### src/rtl/lsu_mem_ctrl_if.sv
// Core request/response and data-memory bus for lsu_mem_ctrl.
// slave = controller side, master = core + memory side.
interface lsu_mem_ctrl_if #(
    parameter int WIDTH = 32
) ();
    logic             req_valid;
    logic             req_ready;
    logic             req_we;
    logic [2:0]       req_funct3;
    logic [WIDTH-1:0] req_addr;
    logic [WIDTH-1:0] req_wdata;
    logic             resp_valid;
    logic [WIDTH-1:0] resp_rdata;
    logic             resp_err;
    logic [WIDTH-1:0] mem_addr;
    logic             mem_write_en;
    logic [WIDTH-1:0] mem_write_data;
    logic [WIDTH-1:0] mem_data;

    modport slave (
        input  req_valid, req_we, req_funct3, req_addr, req_wdata, mem_data,
        output req_ready, resp_valid, resp_rdata, resp_err,
               mem_addr, mem_write_en, mem_write_data
    );

    modport master (
        output req_valid, req_we, req_funct3, req_addr, req_wdata, mem_data,
        input  req_ready, resp_valid, resp_rdata, resp_err,
               mem_addr, mem_write_en, mem_write_data
    );
endinterface

### src/rtl/lsu_mem_ctrl.sv
// RV32I load/store controller: decode, alignment/bounds check, load extension and
// read-modify-write for SB/SH. Define LSU_STATS_EN to add load/store/error counters.
module lsu_mem_ctrl #(
    parameter int WIDTH = 32,
    parameter int DEPTH = 256
) (
    input  logic             clk,
    input  logic             rst,
    lsu_mem_ctrl_if.slave    bus
`ifdef LSU_STATS_EN
    ,
    output logic [15:0]      load_cnt,
    output logic [15:0]      store_cnt,
    output logic [15:0]      err_cnt
`endif
);

    typedef enum logic [2:0] {
        S_IDLE,
        S_LOAD,
        S_RMW,
        S_WRITE,
        S_RESP
    } state_t;

    // Bounds are compared one bit wider so addr+3 cannot wrap past zero.
    localparam logic [WIDTH:0] LAST_ADDR = (WIDTH+1)'(DEPTH - 1);

    state_t           state_q, state_d;
    logic [WIDTH-1:0] addr_q, addr_d;
    logic [2:0]       funct3_q, funct3_d;
    logic             we_q, we_d;
    logic [WIDTH-1:0] wdata_q, wdata_d;
    logic [WIDTH-1:0] merge_q, merge_d;
    logic [WIDTH-1:0] rdata_q, rdata_d;
    logic             err_q, err_d;

    logic             illegal;
    logic             misalign;
    logic             oob;
    logic [WIDTH:0]   end_addr;

    function automatic logic [WIDTH-1:0] ext_load(input logic [2:0] f3,
                                                   input logic [WIDTH-1:0] d);
        logic s;
        case (f3[1:0])
            2'd0: begin
                s = ~f3[2] & d[7];
                return {{24{s}}, d[7:0]};
            end
            2'd1: begin
                s = ~f3[2] & d[15];
                return {{16{s}}, d[15:0]};
            end
            default: return d;
        endcase
    endfunction

    function automatic logic [WIDTH-1:0] merge_store(input logic [2:0] f3,
                                                      input logic [WIDTH-1:0] old,
                                                      input logic [WIDTH-1:0] wd);
        case (f3[1:0])
            2'd0:    return {old[31:8], wd[7:0]};
            2'd1:    return {old[31:16], wd[15:0]};
            default: return wd;
        endcase
    endfunction

    always_comb begin
        illegal  = bus.req_we ? (bus.req_funct3 > 3'd2)
                              : (bus.req_funct3 == 3'd3 || bus.req_funct3[2:1] == 2'b11);
        misalign = (bus.req_funct3[1:0] == 2'd1 && bus.req_addr[0]) ||
                   (bus.req_funct3[1:0] == 2'd2 && bus.req_addr[1:0] != 2'd0);
        end_addr = {1'b0, bus.req_addr} + (WIDTH+1)'(3);
        oob      = end_addr > LAST_ADDR;
    end

    always_comb begin
        state_d  = state_q;
        addr_d   = addr_q;
        funct3_d = funct3_q;
        we_d     = we_q;
        wdata_d  = wdata_q;
        merge_d  = merge_q;
        rdata_d  = rdata_q;
        err_d    = err_q;

        // Response registers change only on the edge into RESP, so they hold between responses.
        case (state_q)
            S_IDLE: begin
                if (bus.req_valid) begin
                    addr_d   = bus.req_addr;
                    funct3_d = bus.req_funct3;
                    we_d     = bus.req_we;
                    wdata_d  = bus.req_wdata;
                    if (illegal || misalign || oob) begin
                        state_d = S_RESP;
                        err_d   = 1'b1;
                        rdata_d = '0;
                    end else if (!bus.req_we) begin
                        state_d = S_LOAD;
                    end else if (bus.req_funct3 == 3'd2) begin
                        state_d = S_WRITE;
                        merge_d = bus.req_wdata;
                    end else begin
                        state_d = S_RMW;
                    end
                end
            end
            S_LOAD: begin
                rdata_d = ext_load(funct3_q, bus.mem_data);
                err_d   = 1'b0;
                state_d = S_RESP;
            end
            S_RMW: begin
                merge_d = merge_store(funct3_q, bus.mem_data, wdata_q);
                state_d = S_WRITE;
            end
            S_WRITE: begin
                rdata_d = '0;
                err_d   = 1'b0;
                state_d = S_RESP;
            end
            S_RESP: begin
                state_d = S_IDLE;
            end
            default: begin
                state_d = S_IDLE;
            end
        endcase
    end

    always_ff @(posedge clk or negedge rst) begin
        if (!rst) begin
            state_q  <= S_IDLE;
            addr_q   <= '0;
            funct3_q <= '0;
            we_q     <= 1'b0;
            wdata_q  <= '0;
            merge_q  <= '0;
            rdata_q  <= '0;
            err_q    <= 1'b0;
        end else begin
            state_q  <= state_d;
            addr_q   <= addr_d;
            funct3_q <= funct3_d;
            we_q     <= we_d;
            wdata_q  <= wdata_d;
            merge_q  <= merge_d;
            rdata_q  <= rdata_d;
            err_q    <= err_d;
        end
    end

    assign bus.req_ready      = (state_q == S_IDLE);
    assign bus.resp_valid     = (state_q == S_RESP);
    assign bus.resp_rdata     = rdata_q;
    assign bus.resp_err       = err_q;
    assign bus.mem_addr       = (state_q == S_IDLE) ? '0 : addr_q;
    assign bus.mem_write_en   = (state_q == S_WRITE) && we_q;
    assign bus.mem_write_data = merge_q;

`ifdef LSU_STATS_EN
    logic [15:0] load_cnt_q, store_cnt_q, err_cnt_q;

    function automatic logic [15:0] sat_inc(input logic [15:0] c);
        return (c == 16'hFFFF) ? c : c + 16'd1;
    endfunction

    always_ff @(posedge clk or negedge rst) begin
        if (!rst) begin
            load_cnt_q  <= '0;
            store_cnt_q <= '0;
            err_cnt_q   <= '0;
        end else if (state_q == S_RESP) begin
            if (err_q)
                err_cnt_q <= sat_inc(err_cnt_q);
            else if (we_q)
                store_cnt_q <= sat_inc(store_cnt_q);
            else
                load_cnt_q <= sat_inc(load_cnt_q);
        end
    end

    assign load_cnt  = load_cnt_q;
    assign store_cnt = store_cnt_q;
    assign err_cnt   = err_cnt_q;
`endif

endmodule

### src/flat_wrapper.sv
// flat-port wrapper written by rule: the top's interface ports become plain ports
module lsu_mem_ctrl_flat 
#(
    parameter int WIDTH = 32,
    parameter int DEPTH = 256
)
  (clk, rst, bus_req_valid, bus_req_we, bus_req_funct3, bus_req_addr, bus_req_wdata, bus_mem_data, bus_req_ready, bus_resp_valid, bus_resp_rdata, bus_resp_err, bus_mem_addr, bus_mem_write_en, bus_mem_write_data);
  lsu_mem_ctrl_if #(.WIDTH(WIDTH)) bus_i ();
  input  logic clk;
  input  logic rst;
  input wire logic [$bits(bus_i.req_valid)-1:0] bus_req_valid;
  input wire logic [$bits(bus_i.req_we)-1:0] bus_req_we;
  input wire logic [$bits(bus_i.req_funct3)-1:0] bus_req_funct3;
  input wire logic [$bits(bus_i.req_addr)-1:0] bus_req_addr;
  input wire logic [$bits(bus_i.req_wdata)-1:0] bus_req_wdata;
  input wire logic [$bits(bus_i.mem_data)-1:0] bus_mem_data;
  output wire logic [$bits(bus_i.req_ready)-1:0] bus_req_ready;
  output wire logic [$bits(bus_i.resp_valid)-1:0] bus_resp_valid;
  output wire logic [$bits(bus_i.resp_rdata)-1:0] bus_resp_rdata;
  output wire logic [$bits(bus_i.resp_err)-1:0] bus_resp_err;
  output wire logic [$bits(bus_i.mem_addr)-1:0] bus_mem_addr;
  output wire logic [$bits(bus_i.mem_write_en)-1:0] bus_mem_write_en;
  output wire logic [$bits(bus_i.mem_write_data)-1:0] bus_mem_write_data;
  assign bus_i.req_valid = bus_req_valid;
  assign bus_i.req_we = bus_req_we;
  assign bus_i.req_funct3 = bus_req_funct3;
  assign bus_i.req_addr = bus_req_addr;
  assign bus_i.req_wdata = bus_req_wdata;
  assign bus_i.mem_data = bus_mem_data;
  assign bus_req_ready = bus_i.req_ready;
  assign bus_resp_valid = bus_i.resp_valid;
  assign bus_resp_rdata = bus_i.resp_rdata;
  assign bus_resp_err = bus_i.resp_err;
  assign bus_mem_addr = bus_i.mem_addr;
  assign bus_mem_write_en = bus_i.mem_write_en;
  assign bus_mem_write_data = bus_i.mem_write_data;
  lsu_mem_ctrl #(.WIDTH(WIDTH), .DEPTH(DEPTH)) u_core (.clk(clk), .rst(rst), .bus(bus_i));
endmodule
### config.mk
export PLATFORM = sky130hd
export DESIGN_NAME = lsu_mem_ctrl_flat
export DESIGN_NICKNAME = d
export VERILOG_FILES = /design/src/rtl/lsu_mem_ctrl_if.sv /design/src/rtl/lsu_mem_ctrl.sv /design/src/flat_wrapper.sv
export SDC_FILE = /design/constraint.sdc
export NUM_CORES = 1
export LEC_CHECK = 0
export ABC_AREA = 1
export BUFFER_PORTS_ARGS = -buffer_cell sky130_fd_sc_hd__buf_2
export CAP_MARGIN = 20
export CORE_AREA = 2 2 121 123
export DETAILED_ROUTE_END_ITERATION = 10
export DIE_AREA = 0 0 123 125
export GPL_ROUTABILITY_DRIVEN = 0
export PLACE_DENSITY = 0.84
export REMOVE_ABC_BUFFERS = 1
export SETUP_SLACK_MARGIN = 0.05
export SYNTH_ARGS = -nofsm -noshare
export SYNTH_HDL_FRONTEND = slang
export SYNTH_SLANG_ARGS = --single-unit
export TNS_END_PERCENT = 10
### constraint.sdc
create_clock -name clk -period 2.7 [get_ports clk]
set_clock_uncertainty 0.05 [all_clocks]
set_input_delay 0.135 -clock clk [delete_from_list [all_inputs] [get_ports clk]]
set_output_delay 0.135 -clock clk [all_outputs]
set_load 0.02 [all_outputs]
; ---- Yosys cells after proc, flatten, opt, wreduce, memory -nomap -nowiden
; Cells that the tools add are included.
[word_totals]
elab_cells = 67
inputBits = 103
reg_bits = 136
[op_classes]
bitwise_logic = 3
addsub = 1
reduce_logical = 18
n_eq_ne = 15
magnitude_cmp = 2
n_mux = 20
[op_table]
columns = operator, n
row1 = $mux W32, 7
row2 = $pmux W32 S2, 3
row3 = $pmux W32 S3, 1
row4 = $add A32 B2 Y33 const B, 1
row5 = $gt A33 B8 Y1 const B, 1
row6 = $eq A3 B2 Y1 const B, 4
row7 = $mux W3, 3
row8 = $pmux W3 S3, 1
row9 = $ne A2 B2 Y1 const B, 3
row10 = $reduce_and A3 Y1, 2
row11 = $reduce_bool A2 Y1, 3
row12 = $reduce_and A5 Y1, 1
row13 = $eq A2 B1 Y1 const B, 2
row14 = $eq A2 B2 Y1 const B, 2
row15 = $logic_or A1 B1 Y1, 4
row16 = $mux W1, 4
row17 = $ne A2 B1 Y1 const B, 2
row18 = $eq A3 B1 Y1 const B, 1
row19 = $eq A3 B3 Y1 const B, 1
row20 = $gt A3 B2 Y1 const B, 1
row21 = $logic_and A1 B1 Y1, 3
row22 = $logic_not A3 Y1, 1
row23 = $reduce_bool A3 Y1, 1
row24 = $and A1 B1 Y1, 2
row25 = 5 further kinds, 5

; ---- Longest topological paths before layout
[logic_depth]
ltp_word = 8
ltp_mapped = 20

; ---- Least setup slack after synthesis
; OpenSTA, ideal clock, no wires.
[synth_timing]
kind = input-to-reg
start = in bus_req_addr[0]
end = reg u_core.rdata_q[10] (netlist: u_core.bus.resp_rdata[10])
cell_stages = 20
setup_time_ns = 0.066
path_buffers = 1
slack_ns = 0.598
t_required_ns = 2.584
t_arrival_ns = 1.986
path_cell_list = inv_1 > ha_1 > inv_1 > nand2_1 > nor2_4 > nand2_2 > nor2_4 > nand2_1 > nand2_1 > nand2_1 > clkinv_1 > nand2_1 > nor2_1 > nand2_1 > nor2_2 > nand2_1 > nand3_4 > buf_6 > nand2_1 > nand2_1
[synth_between]
elab_chain_len = 7
word_cells_on_any_way = 10
[synth_lines]
columns = element, line_no
row1 = "start, declared", flat_wrapper.sv:14  ; input wire logic [$bits(bus_i.req_addr)-1:0] bus_req_addr;
row2 = "parallel branches: the longest is 4 deep, another holds $add A32 B2 Y33", --
row3 = $logic_or A1 B1 Y1 (*), lsu_mem_ctrl.sv:96  ; if (illegal || misalign || oob) begin
row4 = $ne A2 B1 Y1 (no line) (*), --
row5 = $reduce_and A3 Y1 (no line) (*), --
row6 = "end signal, assigned", lsu_mem_ctrl.sv:150  ; rdata_q <= rdata_d;
row7 = "end, declared", lsu_mem_ctrl.sv:35  ; logic [WIDTH-1:0] rdata_q, rdata_d;
; Every way passes the cells marked *.
; A chain may end at the register's enable or synchronous reset.

; ---- Worst setup path after layout
[layout_timing]
start = reg u_core.state_q[2]
end = reg u_core.rdata_q[9] (netlist: u_core.bus.resp_rdata[9])
[layout_between]
elab_chain_len = 3
word_cells_on_any_way = 8
[layout_lines]
columns = element, line_no
row1 = "start, declared", lsu_mem_ctrl.sv:29  ; state_t state_q, state_d;
row2 = "start signal, assigned", lsu_mem_ctrl.sv:144  ; state_q <= state_d;
row3 = "$eq A3 B1 Y1, or another cell as far along", --
row4 = "$reduce_bool A3 Y1 (no line), or another cell as far along", --
row5 = $reduce_and A3 Y1 (no line), --
; Several ways; a longest one is shown, not always the timed one.

==> metrics.txt <==
# TYPE chip_impl_metric gauge
chip_impl_info{name="outcome",value="finished clean"} 1
chip_impl_metric{name="finalSetupViolCount",unit=""} 0
chip_impl_metric{name="routed_wirelength",unit="mm"} 23.6
chip_impl_metric{name="grt_overflow_total",unit=""} 0
chip_impl_metric{name="dieArea",unit="µm²"} 15400
chip_impl_metric{name="max_cap_violations",unit=""} 0
chip_impl_info{name="grt_setup_unrepaired",value="no"} 1
chip_impl_metric{name="slowest_delay",unit="ns"} 0.87
chip_impl_metric{name="finish.net_count",unit=""} 1408
chip_impl_metric{name="synth_compound_gate_area_share",unit=""} 0.100
chip_impl_metric{name="timing.reg2reg.setup_slack",unit="ns"} 0.25
chip_impl_metric{name="numCtsBuffers",unit=""} 17
chip_impl_metric{name="slew_violations",unit=""} 0
chip_impl_metric{name="antenna_left",unit=""} 0
chip_impl_metric{name="synth_area",unit="µm²"} 7270
chip_impl_info{name="critPathLaunch",value="u_core.state_q[2]"} 1
chip_impl_metric{name="num_rows",unit=""} 44
chip_impl_info{name="crit_path_cell_trace",value="nor3_2 -> buf_4 -> inv_1 -> nor2_1 -> nor2_1 -> nand3_4 -> nand2_1 -> nand2_1"} 1
chip_impl_metric{name="drt_iter0_drc",unit=""} 815
chip_impl_metric{name="count_of_input_and_output_buffers",unit=""} 202
chip_impl_metric{name="initial_utilization",unit=""} 0.512
chip_impl_metric{name="num_io_pins",unit=""} 203
chip_impl_metric{name="area_growth_syn_to_layout",unit="%"} 36.4
chip_impl_metric{name="cts.repair_timing.setup_buffer_count",unit=""} 0
chip_impl_metric{name="track_usage",unit=""} 0.299
chip_impl_metric{name="drt_first_pass_iters",unit=""} 6
chip_impl_metric{name="routed_via_density",unit=""} 5.39
chip_impl_metric{name="clk_transition_reported_paths",unit="ns"} 0.06
chip_impl_metric{name="post_synthesis_sequential_element_count",unit=""} 136
chip_impl_metric{name="power.density_cell_area",unit="nW/µm²"} 901
chip_impl_metric{name="cts-htree-levels",unit=""} 4
chip_impl_metric{name="diodes",unit=""} 0
chip_impl_metric{name="detail_route.drc_violations",unit=""} 0
chip_impl_metric{name="finalNonFillerCells",unit=""} 1498
chip_impl_metric{name="first_global_vias",unit=""} 7708
chip_impl_info{name="tritoncts",value="done"} 1
chip_impl_metric{name="timing.fmax",unit="GHz"} 0.409
chip_impl_metric{name="timing_hold_violations_final",unit=""} 0
chip_impl_info{name="setup.worst_path.end_class",value="flop"} 1
chip_impl_info{name="critical_path.endpoint",value="u_core.bus.resp_rdata[9]"} 1
chip_impl_metric{name="detailroute.via_count",unit=""} 8078
chip_impl_metric{name="post-dp-hpwl",unit="mm"} 14.6
chip_impl_info{name="criticalPathCategory",value="flop to flop"} 1
chip_impl_metric{name="antenna_violations_before_repair",unit=""} 0
chip_impl_metric{name="grt_first_pass_wirelength",unit="mm"} 36.5
chip_impl_metric{name="leakagePower",unit="nW"} 5.48
chip_impl_metric{name="seq_area_frac_synth",unit=""} 0.468
chip_impl_info{name="critical_path.reg2reg.startpoint",value="u_core.state_q[2]"} 1
chip_impl_metric{name="post_drt_wl_per_cell",unit="µm"} 15.8
chip_impl_metric{name="netlist-cell-type-count",unit=""} 29
chip_impl_metric{name="setup_tns",unit="ns"} 0
chip_impl_metric{name="cts_num_sinks",unit=""} 136
chip_impl_metric{name="floorplan.die.height",unit="µm"} 125
chip_impl_metric{name="clock_insertion_delay_worst_skew",unit="ns"} 0.41
chip_impl_metric{name="worst_hold_slack",unit="ns"} 0.0116
chip_impl_metric{name="timing.slew.headroom",unit=""} 0.230
chip_impl_metric{name="post_synth_xor_area_fraction",unit=""} 0.00121
chip_impl_metric{name="worst_ep_required_time",unit="ns"} 2.95
chip_impl_metric{name="maximum_root_to_sink_buffer_count",unit=""} 2
chip_impl_info{name="cts-root-buf",value="sky130_fd_sc_hd__clkbuf_16"} 1
chip_impl_metric{name="synth.mux.area_fraction",unit=""} 0
chip_impl_metric{name="fraction_of_the_mapped_netlist_area_in_simple_logic_gates",unit=""} 0.340
chip_impl_info{name="critical-path-slowest-cell",value="sky130_fd_sc_hd__nor2_1"} 1
chip_impl_metric{name="post_synth_fa_ha_maj_area_fraction",unit=""} 0.00344
chip_impl_metric{name="post-route-period-util",unit=""} 0.907
chip_impl_metric{name="reg2reg_path_depth",unit=""} 8
chip_impl_metric{name="post_synth.cell_area_avg",unit="µm²"} 7.03
chip_impl_metric{name="finish.utilization",unit=""} 0.698
chip_impl_metric{name="vdd_ir_drop_max",unit="mV"} 0.582
chip_impl_metric{name="synth-warning-count",unit=""} 0
chip_impl_metric{name="max_slew.worst_pin.slew",unit="ns"} 1.15
chip_impl_metric{name="worst-endpoint-arrival",unit="ns"} 2.70
chip_impl_info{name="dominant_combinational_cell_family_by_area_after_synthesis",value="simple AND/OR/NAND/NOR gates"} 1
chip_impl_info{name="crit-reg2reg-capture",value="u_core.bus.resp_rdata[9]"} 1
chip_impl_metric{name="total_instance_count_after_detailed_placement",unit=""} 1391
chip_impl_metric{name="syn_inst_count",unit=""} 1034
chip_impl_metric{name="coreArea",unit="µm²"} 14200
chip_impl_metric{name="finalWorstPathRequiredPeriod",unit="ns"} 2.45
chip_impl_info{name="setup.worst_path.start_class",value="flop"} 1
chip_impl_info{name="path_category_of_the_worst_min_delay_check",value="input pin to flop"} 1
chip_impl_metric{name="largest_fanout_on_the_critical_path",unit=""} 10
chip_impl_metric{name="die_width",unit="µm"} 123
chip_impl_metric{name="drive_above_1_share",unit=""} 0.208
chip_impl_metric{name="maximum_number_of_pins_on_one_net_before_global_route_repair",unit=""} 112
## synth_stat cells (all sizes together)
master | number | share of area
nand3 | 71 | 0.051
xor2 | 1 | 0.0012
o211ai | 8 | 0.0083
o21ai | 99 | 0.068
o21a | 1 | 0.0010
nor3 | 8 | 0.0055
nand2 | 380 | 0.20
nor2 | 133 | 0.074
inv | 111 | 0.057
a21oi | 5 | 0.0034
ha | 2 | 0.0034
o31ai | 16 | 0.017
clkbuf | 30 | 0.015
a21o | 1 | 0.0010
o21bai | 1 | 0.0015
nor3b | 1 | 0.0010
dfrtp | 136 | 0.47
nand4 | 13 | 0.011
buf | 16 | 0.013
clkinv | 1 | 0.00052
## cell usage in the layout (no fill, tap or decap), types with 2 or more instances in the layout
master	count
sky130_fd_sc_hd__nand2_1	374
sky130_fd_sc_hd__buf_2	201
sky130_fd_sc_hd__dfrtp_1	136
sky130_fd_sc_hd__nor2_1	122
sky130_fd_sc_hd__inv_1	109
sky130_fd_sc_hd__o21ai_0	98
sky130_fd_sc_hd__dlygate4sd3_1	72
sky130_fd_sc_hd__nand3_1	70
sky130_fd_sc_hd__clkbuf_16	17
sky130_fd_sc_hd__o31ai_1	16
sky130_fd_sc_hd__nand4_1	13
sky130_fd_sc_hd__buf_4	13
sky130_fd_sc_hd__o211ai_1	8
sky130_fd_sc_hd__nor3_1	7
sky130_fd_sc_hd__nor2_4	6
sky130_fd_sc_hd__nand3_4	6
sky130_fd_sc_hd__nor2_2	5
sky130_fd_sc_hd__a21oi_1	5
sky130_fd_sc_hd__nand2_2	4
sky130_fd_sc_hd__buf_12	4
sky130_fd_sc_hd__clkinv_2	3
sky130_fd_sc_hd__bufinv_16	3
sky130_fd_sc_hd__clkbuf_1	3
sky130_fd_sc_hd__nand2_4	2
sky130_fd_sc_hd__inv_2	2
sky130_fd_sc_hd__ha_1	2
sky130_fd_sc_hd__clkbuf_8	2
sky130_fd_sc_hd__clkinv_4	2
## metrics by stage
step / power [W] / area, µm² / worst slack, ns
4_1_cts: 0.00877 / 9800 / 0.132
3_3_place_gp: 0.00621 / 8500 / 0.178
6_report: 0.00893 / 9910 / 0.252
2_1_floorplan: 0.00511 / 7060 / -4.57
3_5_place_dp: 0.00633 / 8500 / 0.0481
5_1_grt: 0.00947 / 9910 / 0.0400
## critical path, delay by kind of cell (launching register included)
family                 cells  cell delay [ns]
AND/OR/NAND/NOR            6             1.60
flip-flops                 1             0.43
buffers and inverters      2             0.27
## worst min path at each step
stage / startpoint / endpoint / slack (ns) / cells past startpoint
2_1_floorplan: rst / u_core.addr_q[0] / -0.21 / 0
3_3_place_gp: rst / u_core.bus.resp_rdata[21] / 0.13 / 1
3_5_place_dp: rst / u_core.bus.resp_rdata[21] / 0.12 / 1
4_1_cts: bus_req_addr[3] / u_core.addr_q[3] / 0.005 / 3
5_1_grt: bus_req_addr[11] / u_core.addr_q[11] / 0.03 / 3
6_report: bus_req_addr[3] / u_core.addr_q[3] / 0.01 / 3
## cell families after synthesis
logic type	Yosys count
xor+xnor	1
compound gates	131
buf+inv	158
fa+ha+maj	2
flops	136
simple gates	606
## sequential cells by signal (all words and copies together) (netlist names)
name / count
u_core.wdata_q: 32
u_core.we_q: 1
u_core.bus.resp_rdata: 32
u_core.funct3_q: 3
u_core.addr_q: 32
u_core.bus.resp_err: 1
u_core.bus.mem_write_data: 32
u_core.state_q: 3
## timing repair
action / in CTS / in global routing
hold buffers: 72 / 0
setup endpoints to repair: 0 / 66
gates resized for setup: 0 / 11
hold endpoints to repair: 154 / 0
## where the power goes
| part | leakage (nW) | total (W) | internal [W] | switching, W |
|---|---|---|---|---|
| Combinational | 3.47 | 0.00334 | 0.00109 | 0.00225 |
| Sequential | 1.72 | 0.00326 | 0.00281 | 0.000455 |
| Clock | 0.290 | 0.00233 | 0.00149 | 0.000844 |
| Total | 5.48 | 0.00893 | 0.00539 | 0.00355 |
## area by class of cell
type,instances,area [µm²]
repair buffers,291,1920
multi-input cells,745,3360
clock buffers,22,464
inverters,112,420
flip-flops and latches,136,3400
clock inverters,8,123
well taps,184,230
fillers,1103,4290
## layer usage
layer | GRT usage | part of all wire | vias to the layer above
met3 | 0.0634 | 0.097 | 91
met4 | 0.159 | 0.045 | 0
li1 | - | - | 3800
met2 | 0.501 | 0.48 | 523
met1 | 0.358 | 0.38 | 3664
met5 | 0 | 0 | -
Note: power is estimated with default switching activity, not from simulation.
